$ cat src/rtl/hamming_serial_rx_pkg.sv
`default_nettype none
// ============================================================================
// Package : hamming_pkg
// Shared Hamming(12,8) constants, codeword index lists and rx FSM states.
// Revision: 1.0
// ============================================================================
package hamming_pkg;

  localparam int CW_W   = 12;
  localparam int DATA_W = 8;
  localparam int SYN_W  = 4;

  // Element [k] is the codeword index of parity bit p(2^k).
  localparam logic [SYN_W-1:0][3:0] PARITY_IDX = {4'd7, 4'd3, 4'd1, 4'd0};

  // Element [j] is the codeword index of data bit dj.
  localparam logic [DATA_W-1:0][3:0] DATA_IDX =
    {4'd11, 4'd10, 4'd9, 4'd8, 4'd6, 4'd5, 4'd4, 4'd2};

  typedef enum logic [0:0] {
    RX_IDLE  = 1'b0,
    RX_SHIFT = 1'b1
  } rx_state_e;

endpackage
`default_nettype wire

$ cat src/rtl/hamming_serial_rx_if.sv
`default_nettype none
// ============================================================================
// Interface : hamming_serial_rx_if
// Serial codeword input and decoded-byte output handshake of the receiver.
// Revision: 1.0
// ============================================================================
interface hamming_serial_rx_if #(
  parameter int CNT_W = 16
) ();
  import hamming_pkg::*;

  logic              ser_valid;
  logic              ser_data;
  logic              ser_sof;
  logic [DATA_W-1:0] data_out;
  logic              out_valid;
  logic              out_ready;
  logic              err_corr;
  logic              err_uncorr;
  logic              overrun;
  logic [CNT_W-1:0]  corr_count;
  logic [CNT_W-1:0]  uncorr_count;

  modport master (
    output ser_valid, ser_data, ser_sof, out_ready,
    input  data_out, out_valid, err_corr, err_uncorr, overrun,
           corr_count, uncorr_count
  );

  modport slave (
    input  ser_valid, ser_data, ser_sof, out_ready,
    output data_out, out_valid, err_corr, err_uncorr, overrun,
           corr_count, uncorr_count
  );

endinterface
`default_nettype wire

$ cat src/rtl/hamming_serial_rx_correct.sv
`default_nettype none
// ============================================================================
// Module : hamming_correct
// Combinational syndrome, single-bit correction and data extraction.
// Revision: 1.0
// ============================================================================
module hamming_correct
  import hamming_pkg::*;
(
  input  logic [CW_W-1:0]   cw_i,
  output logic [DATA_W-1:0] data_o,
  output logic              err_corr_o,
  output logic              err_uncorr_o
);

  logic [SYN_W-1:0] syn;
  logic [CW_W-1:0]  fixed;
  logic [4:0]       pos;

  always_comb begin
    syn = '0;
    pos = '0;
    // Received parity XOR parity recomputed over the data bits it covers.
    for (int k = 0; k < SYN_W; k++) begin
      syn[k] = cw_i[PARITY_IDX[k]];
      for (int j = 0; j < DATA_W; j++) begin
        pos    = {1'b0, DATA_IDX[j]} + 5'd1;
        syn[k] = syn[k] ^ (pos[k] & cw_i[DATA_IDX[j]]);
      end
    end

    err_corr_o   = (syn != '0) && (syn <= 4'(CW_W));
    err_uncorr_o = (syn > 4'(CW_W));

    fixed = cw_i;
    for (int i = 0; i < CW_W; i++) begin
      if (err_corr_o && (syn == 4'(i + 1))) begin
        fixed[i] = ~cw_i[i];
      end
    end

    data_o = '0;
    for (int j = 0; j < DATA_W; j++) begin
      data_o[j] = fixed[DATA_IDX[j]];
    end
  end

endmodule
`default_nettype wire

$ cat src/rtl/hamming_serial_rx.sv
`default_nettype none
// ============================================================================
// Module : hamming_serial_rx
// Serial Hamming(12,8) receiver: deserialise, correct, hold one output word.
// Error counters exist only when HAMMING_SERIAL_RX_CNT_EN is defined.
// Revision: 1.0
// ============================================================================
module hamming_serial_rx
  import hamming_pkg::*;
#(
  parameter int CNT_W = 16
) (
  input  logic                clk,
  input  logic                rst_n,
  hamming_serial_rx_if.slave  bus
);

  rx_state_e         state_q;
  logic [3:0]        bit_cnt_q;
  logic [CW_W-2:0]   shift_q;
  logic [CW_W-1:0]   dec_q;
  logic              dec_valid_q;

  logic [DATA_W-1:0] res_data_q;
  logic              res_corr_q;
  logic              res_uncorr_q;
  logic              res_valid_q;

  logic              out_valid_q;
  logic [DATA_W-1:0] data_q;
  logic              corr_q;
  logic              uncorr_q;
  logic              overrun_q;

  logic [DATA_W-1:0] fix_data;
  logic              fix_corr;
  logic              fix_uncorr;
  logic              xfer;
  logic              load;

  // Deserialiser; a qualified sof restarts the frame from any state.
  always_ff @(posedge clk) begin
    if (!rst_n) begin
      state_q     <= RX_IDLE;
      bit_cnt_q   <= '0;
      shift_q     <= '0;
      dec_q       <= '0;
      dec_valid_q <= 1'b0;
    end else begin
      dec_valid_q <= 1'b0;
      if (bus.ser_valid) begin
        if (bus.ser_sof) begin
          shift_q   <= {{(CW_W-2){1'b0}}, bus.ser_data};
          bit_cnt_q <= 4'd1;
          state_q   <= RX_SHIFT;
        end else if (state_q == RX_SHIFT) begin
          if (bit_cnt_q == 4'(CW_W - 1)) begin
            dec_q       <= {bus.ser_data, shift_q};
            dec_valid_q <= 1'b1;
            bit_cnt_q   <= '0;
            state_q     <= RX_IDLE;
          end else begin
            shift_q[bit_cnt_q] <= bus.ser_data;
            bit_cnt_q          <= bit_cnt_q + 4'd1;
          end
        end
      end
    end
  end

  hamming_correct u_correct (
    .cw_i         (dec_q),
    .data_o       (fix_data),
    .err_corr_o   (fix_corr),
    .err_uncorr_o (fix_uncorr)
  );

  assign xfer = out_valid_q & bus.out_ready;
  assign load = res_valid_q & (~out_valid_q | bus.out_ready);

  always_ff @(posedge clk) begin
    if (!rst_n) begin
      res_data_q   <= '0;
      res_corr_q   <= 1'b0;
      res_uncorr_q <= 1'b0;
      res_valid_q  <= 1'b0;
      out_valid_q  <= 1'b0;
      data_q       <= '0;
      corr_q       <= 1'b0;
      uncorr_q     <= 1'b0;
      overrun_q    <= 1'b0;
    end else begin
      res_valid_q <= dec_valid_q;
      if (dec_valid_q) begin
        res_data_q   <= fix_data;
        res_corr_q   <= fix_corr;
        res_uncorr_q <= fix_uncorr;
      end
      if (load) begin
        out_valid_q <= 1'b1;
        data_q      <= res_data_q;
        corr_q      <= res_corr_q;
        uncorr_q    <= res_uncorr_q;
      end else begin
        if (xfer) begin
          out_valid_q <= 1'b0;
        end
        if (res_valid_q) begin
          overrun_q <= 1'b1;
        end
      end
    end
  end

`ifdef HAMMING_SERIAL_RX_CNT_EN
  logic [CNT_W-1:0] corr_cnt_q;
  logic [CNT_W-1:0] uncorr_cnt_q;

  always_ff @(posedge clk) begin
    if (!rst_n) begin
      corr_cnt_q   <= '0;
      uncorr_cnt_q <= '0;
    end else if (load) begin
      if (res_corr_q && (corr_cnt_q != '1)) begin
        corr_cnt_q <= corr_cnt_q + CNT_W'(1);
      end
      if (res_uncorr_q && (uncorr_cnt_q != '1)) begin
        uncorr_cnt_q <= uncorr_cnt_q + CNT_W'(1);
      end
    end
  end

  assign bus.corr_count   = corr_cnt_q;
  assign bus.uncorr_count = uncorr_cnt_q;
`else
  assign bus.corr_count   = {CNT_W{1'b0}};
  assign bus.uncorr_count = {CNT_W{1'b0}};
`endif

  assign bus.out_valid  = out_valid_q;
  assign bus.data_out   = data_q;
  assign bus.err_corr   = corr_q;
  assign bus.err_uncorr = uncorr_q;
  assign bus.overrun    = overrun_q;

endmodule
`default_nettype wire

$ cat src/flat_wrapper.sv
// flat-port wrapper written by rule: the top's interface ports become plain ports
module hamming_serial_rx_flat import hamming_pkg::*;
#(
  parameter int CNT_W = 16
)
  (clk, rst_n, bus_ser_valid, bus_ser_data, bus_ser_sof, bus_out_ready, bus_data_out, bus_out_valid, bus_err_corr, bus_err_uncorr, bus_overrun, bus_corr_count, bus_uncorr_count);
  hamming_serial_rx_if #(.CNT_W(CNT_W)) bus_i ();
  input  logic clk;
  input  logic rst_n;
  input wire logic [$bits(bus_i.ser_valid)-1:0] bus_ser_valid;
  input wire logic [$bits(bus_i.ser_data)-1:0] bus_ser_data;
  input wire logic [$bits(bus_i.ser_sof)-1:0] bus_ser_sof;
  input wire logic [$bits(bus_i.out_ready)-1:0] bus_out_ready;
  output wire logic [$bits(bus_i.data_out)-1:0] bus_data_out;
  output wire logic [$bits(bus_i.out_valid)-1:0] bus_out_valid;
  output wire logic [$bits(bus_i.err_corr)-1:0] bus_err_corr;
  output wire logic [$bits(bus_i.err_uncorr)-1:0] bus_err_uncorr;
  output wire logic [$bits(bus_i.overrun)-1:0] bus_overrun;
  output wire logic [$bits(bus_i.corr_count)-1:0] bus_corr_count;
  output wire logic [$bits(bus_i.uncorr_count)-1:0] bus_uncorr_count;
  assign bus_i.ser_valid = bus_ser_valid;
  assign bus_i.ser_data = bus_ser_data;
  assign bus_i.ser_sof = bus_ser_sof;
  assign bus_i.out_ready = bus_out_ready;
  assign bus_data_out = bus_i.data_out;
  assign bus_out_valid = bus_i.out_valid;
  assign bus_err_corr = bus_i.err_corr;
  assign bus_err_uncorr = bus_i.err_uncorr;
  assign bus_overrun = bus_i.overrun;
  assign bus_corr_count = bus_i.corr_count;
  assign bus_uncorr_count = bus_i.uncorr_count;
  hamming_serial_rx #(.CNT_W(CNT_W)) u_core (.clk(clk), .rst_n(rst_n), .bus(bus_i));
endmodule
$ cat config.mk
export PLATFORM = sky130hd
export DESIGN_NAME = hamming_serial_rx_flat
export DESIGN_NICKNAME = d
export VERILOG_FILES = /design/src/rtl/hamming_serial_rx_pkg.sv /design/src/rtl/hamming_serial_rx_if.sv /design/src/rtl/hamming_serial_rx_correct.sv /design/src/rtl/hamming_serial_rx.sv /design/src/flat_wrapper.sv
export SDC_FILE = /design/constraint.sdc
export NUM_CORES = 1
export LEC_CHECK = 0
export CAP_MARGIN = 20
export CELL_PAD_IN_SITES_DETAIL_PLACEMENT = 0
export CELL_PAD_IN_SITES_GLOBAL_PLACEMENT = 1
export CORE_UTILIZATION = 44
export CTS_BUF_LIST = sky130_fd_sc_hd__clkbuf_4
export CTS_CLUSTER_SIZE = 24
export DETAILED_ROUTE_END_ITERATION = 16
export GPL_TIMING_DRIVEN = 0
export HOLD_SLACK_MARGIN = 0.08
export PLACE_DENSITY_LB_ADDON = 0.3
export SYNTH_ARGS = -nofsm -noshare
export SYNTH_HDL_FRONTEND = slang
export SYNTH_SLANG_ARGS = --single-unit
$ cat constraint.sdc
create_clock -name clk -period 5 [get_ports clk]
set_clock_uncertainty 0.05 [all_clocks]
set_input_delay 0.5 -clock clk [delete_from_list [all_inputs] [get_ports clk]]
set_output_delay 0.5 -clock clk [all_outputs]
set_load 0.01 [all_outputs]
After elaboration in Yosys (flattened, before gate mapping)
Index checks and enable logic that the tools add are counted.
- register bits: 52
- input bits: 6
- output and inout bits: 44
- $add $sub $neg: 1
- $lt $le $gt $ge: 4
- equality and inequality tests: 10
- muxes and demuxes: 23
- bitwise logic cells: 35
- reduce and logical (&&, ||, !) cells: 18
- operators by type and width (operator ; count):
    11-bit two-way mux ; 3
    4-bit equality test (second input constant) ; 5
    1-bit XOR ; 18
    1-bit two-way mux ; 15
    1-bit NOT ; 14
    4-bit by 3-bit equality test with 1-bit output (second input constant) ; 3
    4-bit two-way mux ; 3
    11-bit bitwise mux ; 1
    1-bit logical AND ; 10
    4-bit by 5-bit less-than comparator with 1-bit output (second input constant) ; 1
    4-bit by 1-bit adder with 4-bit output (second input constant) ; 1
    1-bit demux with 4-bit select ; 1
    4-bit by 2-bit equality test with 1-bit output (second input constant) ; 1
    4-bit by 1-bit >= comparator with 1-bit output (second input constant) ; 1
    4-bit > comparator (second input constant) ; 1
    4-bit <= comparator (second input constant) ; 1
    2-bit AND reduction ; 2
    4-bit AND reduction ; 1
    2-bit nonzero test ; 2
    4-bit nonzero test ; 1
    4-bit OR reduction ; 1
    3-bit AND reduction ; 1
    1-bit AND ; 2
    2-bit inequality test (second input constant) ; 1
    1-bit OR ; 1

Depth between registers and ports, before layout
- word-level depth: 9
- gate-level depth with buffers: 7

By module
From an unflattened synthesis, not the netlist that was laid out.
- cells, all modules: 276
- area, all modules: 2791.4 µm²
- by module, submodules not included (module ; times used ; cells each ; area an instance (µm²)):
    hamming_serial_rx ; 1 ; 240 ; 2387.3
    hamming_correct ; 1 ; 36 ; 404.1

Least setup slack after synthesis
OpenSTA, ideal clock, no wires.
- path type: register to register
- start: register u_core.bit_cnt_q[1]
- end: register u_core.dec_q[4]
- setup time: 0.070 ns
- arrival time: 1.603 ns
- required time: 4.880 ns
- path slack: 3.277 ns
- cell stages (with the launch flop): 8
- path buffers: 2
- clock period less this slack: 1.723 ns
- cells stage by stage: dfxtp_1 -> ha_1 -> clkbuf_1 -> nand3b_1 -> nor2_1 -> clkbuf_1 -> nand2_1 -> a21oi_1
- cells in the longest elaborated chain, start to end: 2
- ends and longest elaborated chain (element ; line ; source):
    start: declaration ; hamming_serial_rx.sv:19 ; logic [3:0] bit_cnt_q;
    start signal: assignment ; hamming_serial_rx.sv:64 ; bit_cnt_q <= bit_cnt_q + 4'd1;
    4-bit equality test ; hamming_serial_rx.sv:57 ; if (bit_cnt_q == 4'(CW_W - 1)) begin
    4-bit AND reduction (no line) ; n/a ;
    end signal: assignment ; hamming_serial_rx.sv:58 ; dec_q <= {bus.ser_data, shift_q};
    end: declaration ; hamming_serial_rx.sv:21 ; logic [CW_W-1:0] dec_q;
Every way passes these cells.
A chain may end at the register's enable or synchronous reset.

Final worst setup path
- start: register u_core.bit_cnt_q[1]
- end: register u_core.dec_q[7]
Same word-level chain as after synthesis.

==> impl_metrics.ini <==
[run_status]
outcome = completed

[die]
die_h_um = 82.3
io-pin-count = 50
row_count = 28
design.core.area_um2 = 6060
dieArea_um2 = 6780
start_util_pct = 46.8
dieWidth_um = 82.3

[worst_hold_path]
hold_start = u_core.shift_q[8]
whs_path_depth = 2
worstHoldPathType = register to register
whs_endpoint = u_core.dec_q[8]

[synth]
synth.distinct_cells = 43
syn_area_um2 = 2840
synth-seq-cells = 52
synth_edf_count = 0
yosysSeqAreaShare_pct = 36.7
syn_area_per_cell_um2 = 8.76
async_flop_share_pct = 0
syn-instance-count = 324
yosysWarnings = 0
ys.flop_type = dfxtp_1

[timing]
hold_viol = 0
tightest_slew_ns = 0.562
timing.fmax_mhz = 471
rsz0062_at_grt = false
holdWs_ns = 0.418
finalSetupViolCount = 0
worst_slack_ns = 2.88
fin_tns_setup_ns = 0
slew_viol_final = 0
max_slew_margin_pct = 62.5
min_period_ns = 2.13
fin_crit_sh_pct = 42.5

[routing]
drt_iter0_markers = 171
drt_wl_total_um = 6160
dr_total_vias = 2354
avgViaCountPerCell = 5.20
remaining_drc_errors = 0
dr.pass1.iters = 4
post_drt_wl_per_cell_um = 13.6
antenna_left = 0

[placement]
place_ws_ns = 2.91
dp_hpwl_um = 4480
port_buffers = 15
place_congestion = 0.819

[critical_path]
cp_top_family = simple AND/OR/NAND/NOR gates
required_ns = 5.26
cp_num_cells = 7
cp_cell_sequence = ha_1 > clkbuf_1 > nand3b_1 > nor2_1 > clkbuf_1 > nand2_1 > a21oi_1
crit_type = register to register
cp_max_fo = 10
critPathBufInv = 2
crit_arrival_ns = 2.39
cp-end-kind = register
timing.rr.start = u_core.bit_cnt_q[1]
timing.reg2reg.setup_slack_ns = 2.88
critPathSlowestCell = dfxtp_1
worst-r2r-cell-count = 7
rr_endpoint = u_core.dec_q[7]
path_common_cell = clkbuf_1
start_kind = register
critPathMaxStageDelay_ns = 0.43

[power_and_ir_drop]
p_total_uw = 678
vdd_drop_max_v = 0.000104
p_leak_uw = 0.00138
p_per_area_nw_per_um2 = 208

[layout]
layout_commonest_cell = dfxtp_1
final_cell_mix = dfxtp_1, a21oi_1, buf_4, conb_1, nand2_1
final_nets = 387
drive_gt1_share_pct = 13.5
seqCellArea_um2 = 1040
diodes = 0
area_growth_pct = 14.6
multi_input_area_um2 = 1590
fillerInstances = 586

[grt]
grt_pass1_wl_um = 9780
antenna_found_initial = 0
grt_pass1_vias = 1998
overflow = 0
grt_max_degree = 17
track_usage_pct = 19.2

[clock_tree]
ctsHoldBuffers = 0
cts_setup_buffers = 0
clk_path_buf_depth = 2
post_cts_resized = 0
cts_buffers = 5
clock-sinks = 52
root_buffer = clkbuf_4
clkTransAtPathRegs_ns = 0.16
h-tree-depth = 2
cts_tree = done
clock_latency_ns = 0.37

[flow_run]
cap_violations = 0
[cell type report]
class | count | share of cell area, %
Clock buffer | 5 | 1.15
Inverter | 5 | 0.577
Sequential cell | 52 | 32.0
Buffer | 50 | 9.53
Tap cell | 75 | 2.88
Clock inverter | 3 | 0.538
Timing Repair Buffer | 15 | 4.61
Multi-Input combinational cell | 248 | 48.7
[kinds of logic after synthesis]
family / after synthesis / share of synthesized area, %
adders and majority gates: 4 / 1.76
muxes: 10 / 3.53
buffers and inverters: 55 / 11.6
and+or+nand+nor: 87 / 15.1
AOI/OAI and AO/OA: 97 / 20.7
other: 1 / 0.132
xor gates and xnor gates: 18 / 10.5
DFF: 52 / 36.7
[synthesized netlist by cell type (7+ instances only)]
| cell | instances | area share [%] |
|---|---|---|
| a21oi_1 | 39 | 6.9 |
| a41oi_1 | 7 | 2.2 |
| nor4_1 | 7 | 1.5 |
| mux2i_1 | 10 | 3.5 |
| o31ai_1 | 9 | 2.4 |
| o21ai_0 | 24 | 4.2 |
| a211oi_1 | 7 | 1.9 |
| dfxtp_1 | 52 | 37 |
| nand2_1 | 27 | 3.6 |
| clkbuf_1 | 15 | 2.0 |
| buf_4 | 32 | 8.5 |
| nor2_1 | 20 | 2.6 |
| nand2b_1 | 8 | 1.8 |
| and2_1 | 7 | 1.5 |
[worst max path at each step]
stage                         from               to  slack (ns)
2_1_floorplan  u_core.bit_cnt_q[1]  u_core.dec_q[4]        3.28
3_3_place_gp   u_core.bit_cnt_q[1]  u_core.dec_q[8]        2.92
3_5_place_dp   u_core.bit_cnt_q[1]  u_core.dec_q[5]        2.91
4_1_cts        u_core.bit_cnt_q[1]  u_core.dec_q[5]        2.88
5_1_grt        u_core.bit_cnt_q[1]  u_core.dec_q[5]        2.60
6_report       u_core.bit_cnt_q[1]  u_core.dec_q[7]        2.88
[state kept, by name, summed over array words and instances (netlist names)]
register and cells:
u_core.res_corr_q 1, u_core.bus.out_valid 1, u_core.state_q 1, u_core.dec_q 12
u_core.dec_valid_q 1, u_core.bus.err_uncorr 1, u_core.bus.overrun 1, u_core.bus.err_corr 1
u_core.bit_cnt_q 4, u_core.shift_q 11, u_core.res_uncorr_q 1, u_core.res_valid_q 1
u_core.bus.data_out 8, u_core.res_data_q 8
[worst min-delay path: cells and delay by family (launching register included)]
kind / cells / cell delay, ns
AO/OA/AOI/OAI: 1 / 0.05
flip-flops: 1 / 0.34
AND/OR/NAND/NOR: 1 / 0.06
[where the power goes]
part | internal, uW | switching, uW | total, uW | leakage (uW)
Clock | 54.8 | 141 | 196 | 0.0000330
Combinational | 25.7 | 38.9 | 64.5 | 0.000927
Sequential | 416 | 1.30 | 418 | 0.000419
Total | 497 | 181 | 678 | 0.00138
[metal layers]
metal | vias up | wire length, um | part of all wire, % | GRT usage (%)
met5 | - | 0 | 0 | 0
met4 | 0 | 88 | 1.4 | 7.19
met3 | 8 | 380 | 6.2 | 3.85
met2 | 84 | 2670 | 43 | 28.6
met1 | 1070 | 3020 | 49 | 27.2
li1 | 1192 | - | - | -
[per-stage QoR]
step / util (%) / std cells / instance area [um2]
2_1_floorplan: - / 355 / 2960
3_3_place_gp: 52.8 / 445 / 3200
3_5_place_dp: 52.8 / 445 / 3200
4_1_cts: 53.7 / 453 / 3250
5_1_grt: 53.7 / 453 / 3250
6_report: 53.7 / 453 / 3250
(Power assumes the default switching activity.)
